===== config.mk =====
export PLATFORM = sky130hd
export DESIGN_NAME = serial_frame_tx
export DESIGN_NICKNAME = d
export VERILOG_FILES = /design/src/rtl/serial_frame_tx.sv
export SDC_FILE = /design/constraint.sdc
export NUM_CORES = 1
export LEC_CHECK = 0
export CORE_MARGIN = 2
export CORE_UTILIZATION = 47
export DETAILED_ROUTE_END_ITERATION = 8
export HOLD_SLACK_MARGIN = 0.12
export PLACE_DENSITY_LB_ADDON = 0.1
export SETUP_SLACK_MARGIN = 0.5
export SYNTH_ARGS = -nofsm -noshare
export SYNTH_HDL_FRONTEND = slang
export SYNTH_SLANG_ARGS = --single-unit

===== constraint.sdc =====
create_clock -name clk -period 1.48 [get_ports clk]
set_input_delay 0.296 -clock clk [delete_from_list [all_inputs] [get_ports clk]]
set_output_delay 0.296 -clock clk [all_outputs]
set_load 0.03 [all_outputs]

===== src/rtl/serial_frame_tx.sv =====
// serial_frame_tx: valid/ready word in, start+LSB-first data+[even parity if SERIAL_FRAME_TX_PARITY_EN]+stop out on tx
module serial_frame_tx #(
  parameter int DATA_W       = 8,
  parameter int CLKS_PER_BIT = 4
) (
  input  logic              clk,
  input  logic              rst_n,
  input  logic              in_valid,
  output logic              in_ready,
  input  logic [DATA_W-1:0] in_data,
  output logic              tx,
  output logic              busy,
  output logic              done
);
  localparam int CW = CLKS_PER_BIT > 1 ? $clog2(CLKS_PER_BIT) : 1;
  localparam int BW = DATA_W > 1 ? $clog2(DATA_W) : 1;
  localparam logic [CW-1:0] CNT_MAX = CW'(CLKS_PER_BIT - 1);
  localparam logic [BW-1:0] BIT_MAX = BW'(DATA_W - 1);
`ifdef SERIAL_FRAME_TX_PARITY_EN
  typedef enum logic [2:0] {IDLE, START, DATA, PARITY, STOP} state_t;
  logic par, par_n;
`else
  typedef enum logic [1:0] {IDLE, START, DATA, STOP} state_t;
`endif
  state_t state, state_n;
  logic [CW-1:0] cnt, cnt_n;
  logic [BW-1:0] bidx, bidx_n;
  logic [DATA_W-1:0] sr, sr_n;
  logic tx_n, busy_n, rdy_n, done_n, tick;
  assign tick = cnt == CNT_MAX;
  always_ff @(posedge clk) begin
    if (!rst_n) begin
      state    <= IDLE;
      cnt      <= '0;
      bidx     <= '0;
      sr       <= '0;
      tx       <= 1'b1;
      busy     <= 1'b0;
      in_ready <= 1'b1;
      done     <= 1'b0;
`ifdef SERIAL_FRAME_TX_PARITY_EN
      par      <= 1'b0;
`endif
    end else begin
      state    <= state_n;
      cnt      <= cnt_n;
      bidx     <= bidx_n;
      sr       <= sr_n;
      tx       <= tx_n;
      busy     <= busy_n;
      in_ready <= rdy_n;
      done     <= done_n;
`ifdef SERIAL_FRAME_TX_PARITY_EN
      par      <= par_n;
`endif
    end
  end
  always_comb begin
    state_n = state;
    cnt_n   = tick ? '0 : cnt + CW'(1);
    bidx_n  = bidx;
    sr_n    = sr;
    tx_n    = tx;
    busy_n  = busy;
    rdy_n   = in_ready;
    done_n  = 1'b0;
`ifdef SERIAL_FRAME_TX_PARITY_EN
    par_n   = par;
`endif
    case (state)
      IDLE: begin
        cnt_n = '0;
        if (in_valid && in_ready) begin
          state_n = START;
          sr_n    = in_data;
          bidx_n  = '0;
          tx_n    = 1'b0;
          busy_n  = 1'b1;
          rdy_n   = 1'b0;
`ifdef SERIAL_FRAME_TX_PARITY_EN
          par_n   = ^in_data;
`endif
        end
      end
      START: begin
        if (tick) begin
          state_n = DATA;
          tx_n    = sr[0];
          sr_n    = sr >> 1;
        end
      end
      DATA: begin
        if (tick) begin
          if (bidx == BIT_MAX) begin
`ifdef SERIAL_FRAME_TX_PARITY_EN
            state_n = PARITY;
            tx_n    = par;
`else
            state_n = STOP;
            tx_n    = 1'b1;
`endif
          end else begin
            bidx_n = bidx + BW'(1);
            tx_n   = sr[0];
            sr_n   = sr >> 1;
          end
        end
      end
`ifdef SERIAL_FRAME_TX_PARITY_EN
      PARITY: begin
        if (tick) begin
          state_n = STOP;
          tx_n    = 1'b1;
        end
      end
`endif
      STOP: begin
        if (tick) begin
          state_n = IDLE;
          tx_n    = 1'b1;
          busy_n  = 1'b0;
          rdy_n   = 1'b1;
          done_n  = 1'b1;
        end
      end
      default: begin
        state_n = IDLE;
        tx_n    = 1'b1;
        busy_n  = 1'b0;
        rdy_n   = 1'b1;
      end
    endcase
  end
endmodule


Word level (Yosys, flattened, before mapping). Cells that the tools add are included.

Flip-flop bits (word level): 19. Latch bits: 0. Memory bits (writable): 0. Memory bits (read-only): 0. Output and inout port bits: 4. Memories kept: 0.

Add/subtract/negate cells: 2. $mul: 0. Divide/modulo/power cells: 0. $lt $le $gt $ge: 0. Eq/ne operators: 11. Shift-type cells: 0. Mux-type cells: 26. Bitwise operators: 1. Reductions and logical operators: 12.

Operators by type and width (number): 2-to-1 mux 8 bit (4); one-hot mux 8 bit (3 select lines) (1); inequality test 2 bit (second input constant) (6); 2-to-1 mux 2 bit (5); AND reduction 5 bit (2); 2-to-1 mux 3 bit (3); 2-to-1 mux 1 bit (8); one-hot mux 2 bit (4 select lines) (1); AND reduction 4 bit (2); == test 2 bit (second input constant) (3); one-hot mux 3 bit (2 select lines) (1); one-hot mux 1 bit (2 select lines) (2); one-hot mux 1 bit (4 select lines) (1); nonzero test 2 bit (2); adder 3 x 1 -> 3 bit (second input constant) (1); == test 3 bit (second input constant) (1); AND reduction 3 bit (1); nonzero test 3 bit (1); OR reduction 3 bit (1); adder 2 x 1 -> 2 bit (second input constant) (1); == test 2 x 1 -> 1 bit (second input constant) (1); zero test 2 bit (1); AND reduction 2 bit (1); logical AND 1 bit (1); inverter 1 bit (1).

Logic depth before layout (Yosys ltp). Gate-level depths: netlist of the first run.

Depth after elaboration: 4. Depth in mapped cells: 6. Gate-level depth less buffers: 5.

Least setup slack after synthesis of the first run. OpenSTA, ideal clock, no wires.

Path type: register to register. Start: register bidx[0]. End: register sr[0]. Setup time: 119 ps. Data arrival time: 1492 ps. Required time: 1361 ps. Slack: -131 ps. Cell stages (with the launch flop): 7. Clock period less this slack: 1611 ps. Cell sequence: dfxtp_1 > ha_1 > ha_1 > nand2b_1 > a2111o_1 > buf_6 > mux2i_1.

Cells in the longest elaborated chain, start to end: 3.

Ends and longest elaborated chain: start: declaration (RTL line 27) `logic [BW-1:0] bidx, bidx_n;`; start signal: assignment (RTL line 47) `bidx <= bidx_n;`; == test 3 bit (RTL line 94) `if (bidx == BIT_MAX) begin`; inequality test 2 bit (no line); AND reduction 5 bit (no line); end signal: assignment (RTL line 48) `sr <= sr_n;`; end: declaration (RTL line 28) `logic [DATA_W-1:0] sr, sr_n;`.

No other way between the ends. A chain may end at the register's enable or synchronous reset.

Worst setup path in the final report of the first run.
Start: register bidx[1]. End: register sr[6].

Same word-level chain as after synthesis.

==> flow_summary.ini, run 1 <==
[yosys]
ys_top_cells_by_area = dfxtp_1 37%, mux2i_1 9.8%, ha_1 8.5%, nand2_1 8.0%, mux2_2 7.7%
synth_edf_count = 0
ys_seq_area_share_pct = 37.1
synth_top_area_share_pct = 37.1
synth_nets = 124
synth_ff_type = dfxtp_1
synthDistinctLibCells = 33
ys_warn_count = 0
postSynthAreaPerCell_um2 = 9.68
async_flop_share_pct = 0
syn_area_um2 = 1030
yosysTopAreaCell = dfxtp_1
netlist_instances = 106
ys_ff_latch = 19

[global_route]
grtUsageMet2_pct = 45.4
first_global_vias = 918
overflow = 0
grt_use_total_pct = 23.1
grt_pass1_wl_um = 4340
grt_max_degree = 27
use_met3_pct = 6.85
antenna_found_initial = 0
met1_usage_pct = 23.5
top_usage_layer = met2

[power_and_ir_drop]
switching_share_pct = 38.2
total_power_uw = 3270
pwr-share-comb_pct = 64.8
ir_drop_uv = 1530
p_sw_uw = 1250
power_frac_clock_pct = 8.4
p_leak_uw = 0.000677
seqPwrFrac_pct = 26.8
internal_power_uw = 2020
pwr_density_cell_nw_per_um2 = 1920

[critical_path]
crit_arrival_ns = 1.78
start_kind = flip-flop
required_ns = 1.69
r2r_slack_ns = -0.09
endpoint_kind = flip-flop
cp-startpoint = bidx[1]
critPathMaxFanout = 8
crit-reg2reg-launch = bidx[1]
critical_path_class = flip-flop to flip-flop

[floorplan]
die_w_um = 50.7
initial_core_util_pct = 51.2
row_count = 16
dieHeight_um = 50.7
dieArea_um2 = 2570
pin_count = 15
core_area_um2 = 2000

[timing]
min_period_ns = 1.57
hold_violations = 0
finalSetupViolCount = 14
period_share_pct = 106
rsz0062_at_grt = yes
setup_ws_ns = -0.0930
worst_clock_skew_ns = 0.000825
maxSlewHeadroom_pct = 75.5
worst_slew_pin_slew_ns = 0.367
maxSlewViolCount = 0
max_freq_mhz = 636

[place]
gp_congestion = 0.889
port_buffers = 14
dp_hpwl_um = 1590
placed_area_um2 = 1350

[min_path]
hp-class = flip-flop to flip-flop
min_from = sr[4]

[detailed_routing]
drt_wl_total_um = 3020
firstDrtPassIters = 4
drt_iter0_drc = 3
ant_nets = 0
routed_via_density = 5.35
drcViolationCount = 0
vias = 909
wl_per_cell_um = 17.8

[layout]
insertedDiodeCount = 0
areaGrowthSynthToFinish_pct = 66.1
nets = 162
drive_gt1_share_pct = 55.9
design_area_um2 = 1700

[clocking]
cts_buffers = 3
clock_latency_ns = 0.31
clockBufferDepth = 2
clock_tree.root_cell = clkbuf_4
tritoncts = built
clk_pin_slew_ns = 0.11
cts_sinks = 19
h-tree-depth = 1
postCtsHoldBufs = 0

[outcome]
status = finished, violations left
violations = setup timing

[flow_run]
cap_violations = 0
power by group through the flow:
stage          clock, µW  combinational [µW]  sequential [µW]
5_1_grt              303                2240              894
4_1_cts              268                1730              849
2_1_floorplan          0                1000              873
3_3_place_gp           0                1430              808
6_report             274                2120              877
3_5_place_dp           0                1470              817
per-stage QoR:
stage	hold WS [ns]	TNS [ns]	util [%]	setup slack (ns)	cells
final	0.472	-0.906	85.1	-0.0930	170
after global routing	0.494	-1.53	85.1	-0.145	170
after CTS	0.457	-0.777	76.6	-0.0881	162
after detailed placement	0.441	-2.73	67.2	-0.241	154
after global placement	0.429	-2.41	67.2	-0.190	154
after floorplan	0.422	-0.0304	-	-0.00380	106
placed cells by master, fill, tap and decap left out, types with 3 or more instances in the layout:
cell type,n
nand2_1,22
mux2i_1,10
ha_4,7
clkdlybuf4s50_1,10
clkbuf_4,3
buf_6,17
dfxtp_1,10
dfxtp_2,6
buf_4,11
dfxtp_4,3
mux2_2,7
logic make-up after synthesis:
kind of cell	synth area share [%]
AND/OR/NAND/NOR	19.4
flip-flops	37.1
AO/OA/AOI/OAI	12.0
buffers and inverters	5.61
adder cells (fa/ha/maj)	8.54
multiplexers	17.4
cells in the mapped netlist (2+ instances only):
| master | number |
|---|---|
| mux2i_1 | 10 |
| clkbuf_1 | 4 |
| dfxtp_1 | 19 |
| nand2_1 | 22 |
| o22ai_1 | 2 |
| o21ai_0 | 2 |
| ha_1 | 7 |
| buf_6 | 2 |
| nand3_1 | 2 |
| a31oi_1 | 2 |
| inv_1 | 4 |
| a211oi_1 | 3 |
| mux2_2 | 7 |
sequential cells by signal (all words and copies together), names as in the netlist:
register and count:
sr 8, state 2, cnt 2, bidx 3, tx 1, done 1
in_ready 1, busy 1
worst max-delay path: stages (launching register included):
cell,delay (ns)
dfxtp_2,0.35
ha_4,0.17
ha_4,0.16
nand2b_4,0.14
a2111o_1,0.37
buf_6,0.16
mux2i_1,0.12
worst paths after layout:
check,cells past startpoint,to
max,6,sr[6]
min,2,sr[4]
max reg2reg,6,sr[6]
min reg2reg,2,sr[4]
timing repair:
action | in CTS | in global routing
endpoints found under the setup margin | 23 | 23
hold endpoints to repair | 0 | 0
pin swaps | 12 | 9
resized for setup | 59 | 21
buffers inserted | 4 | 8
routing by layer:
layer | vias up | part of all wire, %
met2 | 19 | 55
met4 | 0 | 2.0
met3 | 6 | 3.1
li1 | 444 | -
met5 | - | 0
met1 | 440 | 39
final cells by class:
type	instances	area, µm²
Multi-Input combinational cell	76	816
Timing Repair Buffer	40	409
Sequential cell	19	399
Fill cell	103	298
Tap cell	27	33.8
Clock buffer	4	26.3
Inverter	4	20.0
No activity file was read; power rests on OpenSTA's default activity.
==> run 2, diff against run 1 <==
--- a/config.mk
+++ b/config.mk
@@ -6,7 +6,7 @@
 export NUM_CORES = 1
 export LEC_CHECK = 0
 export CORE_MARGIN = 2
-export CORE_UTILIZATION = 47
+export CORE_UTILIZATION = 51
 export DETAILED_ROUTE_END_ITERATION = 8
 export HOLD_SLACK_MARGIN = 0.12
 export PLACE_DENSITY_LB_ADDON = 0.1
==> constraint.sdc (replaced) <==
create_clock -name clk -period 1.88 [get_ports clk]
set_input_delay 0.376 -clock clk [delete_from_list [all_inputs] [get_ports clk]]
set_output_delay 0.376 -clock clk [all_outputs]
set_load 0.03 [all_outputs]
==> flow_summary.ini, run 2 (synthesis gave the netlist of run 1 again) <==
[clocking]
clk_pin_slew_ns = 0.11
tritoncts = built
clock_latency_ns = 0.30
clockBufferDepth = 2
cts_sinks = 19
cts_buffers = 3
h-tree-depth = 1
clock_tree.root_cell = clkbuf_4

[place]
dp_hpwl_um = 1340
port_buffers = 14
gp_congestion = 0.802
placed_area_um2 = 1220

[timing]
finalSetupViolCount = 0
max_freq_mhz = 622
rsz0062_at_grt = yes
period_share_pct = 85.6
maxSlewHeadroom_pct = 72.4
hold_violations = 0
worst_clock_skew_ns = 0.00760
min_period_ns = 1.61
maxSlewViolCount = 0
setup_tns_ns = 0
worst_slew_pin_slew_ns = 0.412

[floorplan]
pin_count = 15
die_w_um = 48.9
core_area_um2 = 1920
dieArea_um2 = 2390
initial_core_util_pct = 53.4
dieHeight_um = 48.9
row_count = 16

[critical_path]
crit-reg2reg-launch = bidx[0]
critical_path_class = flip-flop to flip-flop
r2r-end = sr[2]
r2r_slack_ns = 0.27
start_kind = flip-flop
required_ns = 2.06
reg2reg_depth = 5
endpoint_kind = flip-flop
critPathMaxFanout = 8
crit_arrival_ns = 1.79

[min_path]
hold_end = sr[7]
hp-class = flip-flop to flip-flop
min_from = sr[7]
hold_path_depth = 2

[layout]
reg.largest.list = sr: 8 flops, bidx: 3 flops
regMostFlops = sr
design_area_um2 = 1380
largest_reg_flops = 8
layout_commonest_cell = nand2_1
nets = 145
fillers = 160
layout_common_cells = 22 x nand2_1, 15 x dfxtp_1, 10 x mux2i_1, 10 x clkdlybuf4s50_1, 7 x mux2_2
areaGrowthSynthToFinish_pct = 34.0
insertedDiodeCount = 0
drive_gt1_share_pct = 37.3

[outcome]
status = finished, final reports clean

[power_and_ir_drop]
ir_drop_uv = 790
total_power_uw = 2000
p_leak_uw = 0.000548
pwr_density_cell_nw_per_um2 = 1450

[detailed_routing]
drt_iter0_drc = 10
wl_per_cell_um = 13.4
drt_wl_total_um = 2050
routed_via_density = 5.33
drcViolationCount = 0
vias = 815
ant_nets = 0
firstDrtPassIters = 4

[global_route]
overflow = 0
grt_use_total_pct = 16.9
first_global_vias = 757
antenna_found_initial = 0
grt_max_degree = 23
grt_pass1_wl_um = 3230

[flow_run]
cap_violations = 0
## run 2: timing repair
action | 4_1_cts | 5_1_grt
pin swaps | 4 | 1
endpoints found under the setup margin | 20 | 19
hold buffers | 0 | 0
buffers inserted | 3 | 4
gates resized for setup | 15 | 16
## run 2: cell type report
cell class	instances	area, µm²	share of cell area, %
Multi-Input combinational cell	76	707	51.4
Tap cell	27	33.8	2.46
Clock buffer	4	26.3	1.91
Inverter	4	17.5	1.27
Timing Repair Buffer	23	203	14.7
Sequential cell	19	388	28.2
## run 2: metrics by stage
stage	std cells	hold WS (ns)	setup WS (ns)	util, %
CTS	149	0.470	0.278	67.6
global placement	142	0.419	0.0532	63.6
global route	153	0.504	0.187	71.5
finish	153	0.467	0.271	71.5
detailed placement	142	0.427	0.0427	63.6
floorplan	106	0.405	0.396	-
## run 2: worst max-delay path: stages, from the launching register on
cell	delay (ns)
dfxtp_2	0.36
ha_4	0.16
ha_4	0.15
nand2b_4	0.14
a2111o_2	0.55
mux2i_1	0.15
## run 2: where the power goes
part	switching (µW)	total, µW	internal (µW)
Sequential	94.4	640	545
Combinational	536	1150	613
Clock	128	211	82.5
## run 2: worst max-delay path by stage
stage | from | end | slack, ns | cells after the start
2_1_floorplan | bidx[0] | sr[0] | 0.40 | 6
3_3_place_gp | in_valid | sr[4] | 0.05 | 4
3_5_place_dp | in_valid | sr[5] | 0.04 | 4
4_1_cts | bidx[0] | sr[2] | 0.28 | 5
5_1_grt | state[1] | sr[0] | 0.19 | 5
6_report | bidx[0] | sr[2] | 0.27 | 5
## run 2: metal layers
layer	wire [µm]	global-route usage, %	vias to the layer above
met5	0	0	-
met4	0	4.29	0
met3	59	2.45	0
met2	1120	31.5	15
met1	871	20.1	388
li1	-	-	412
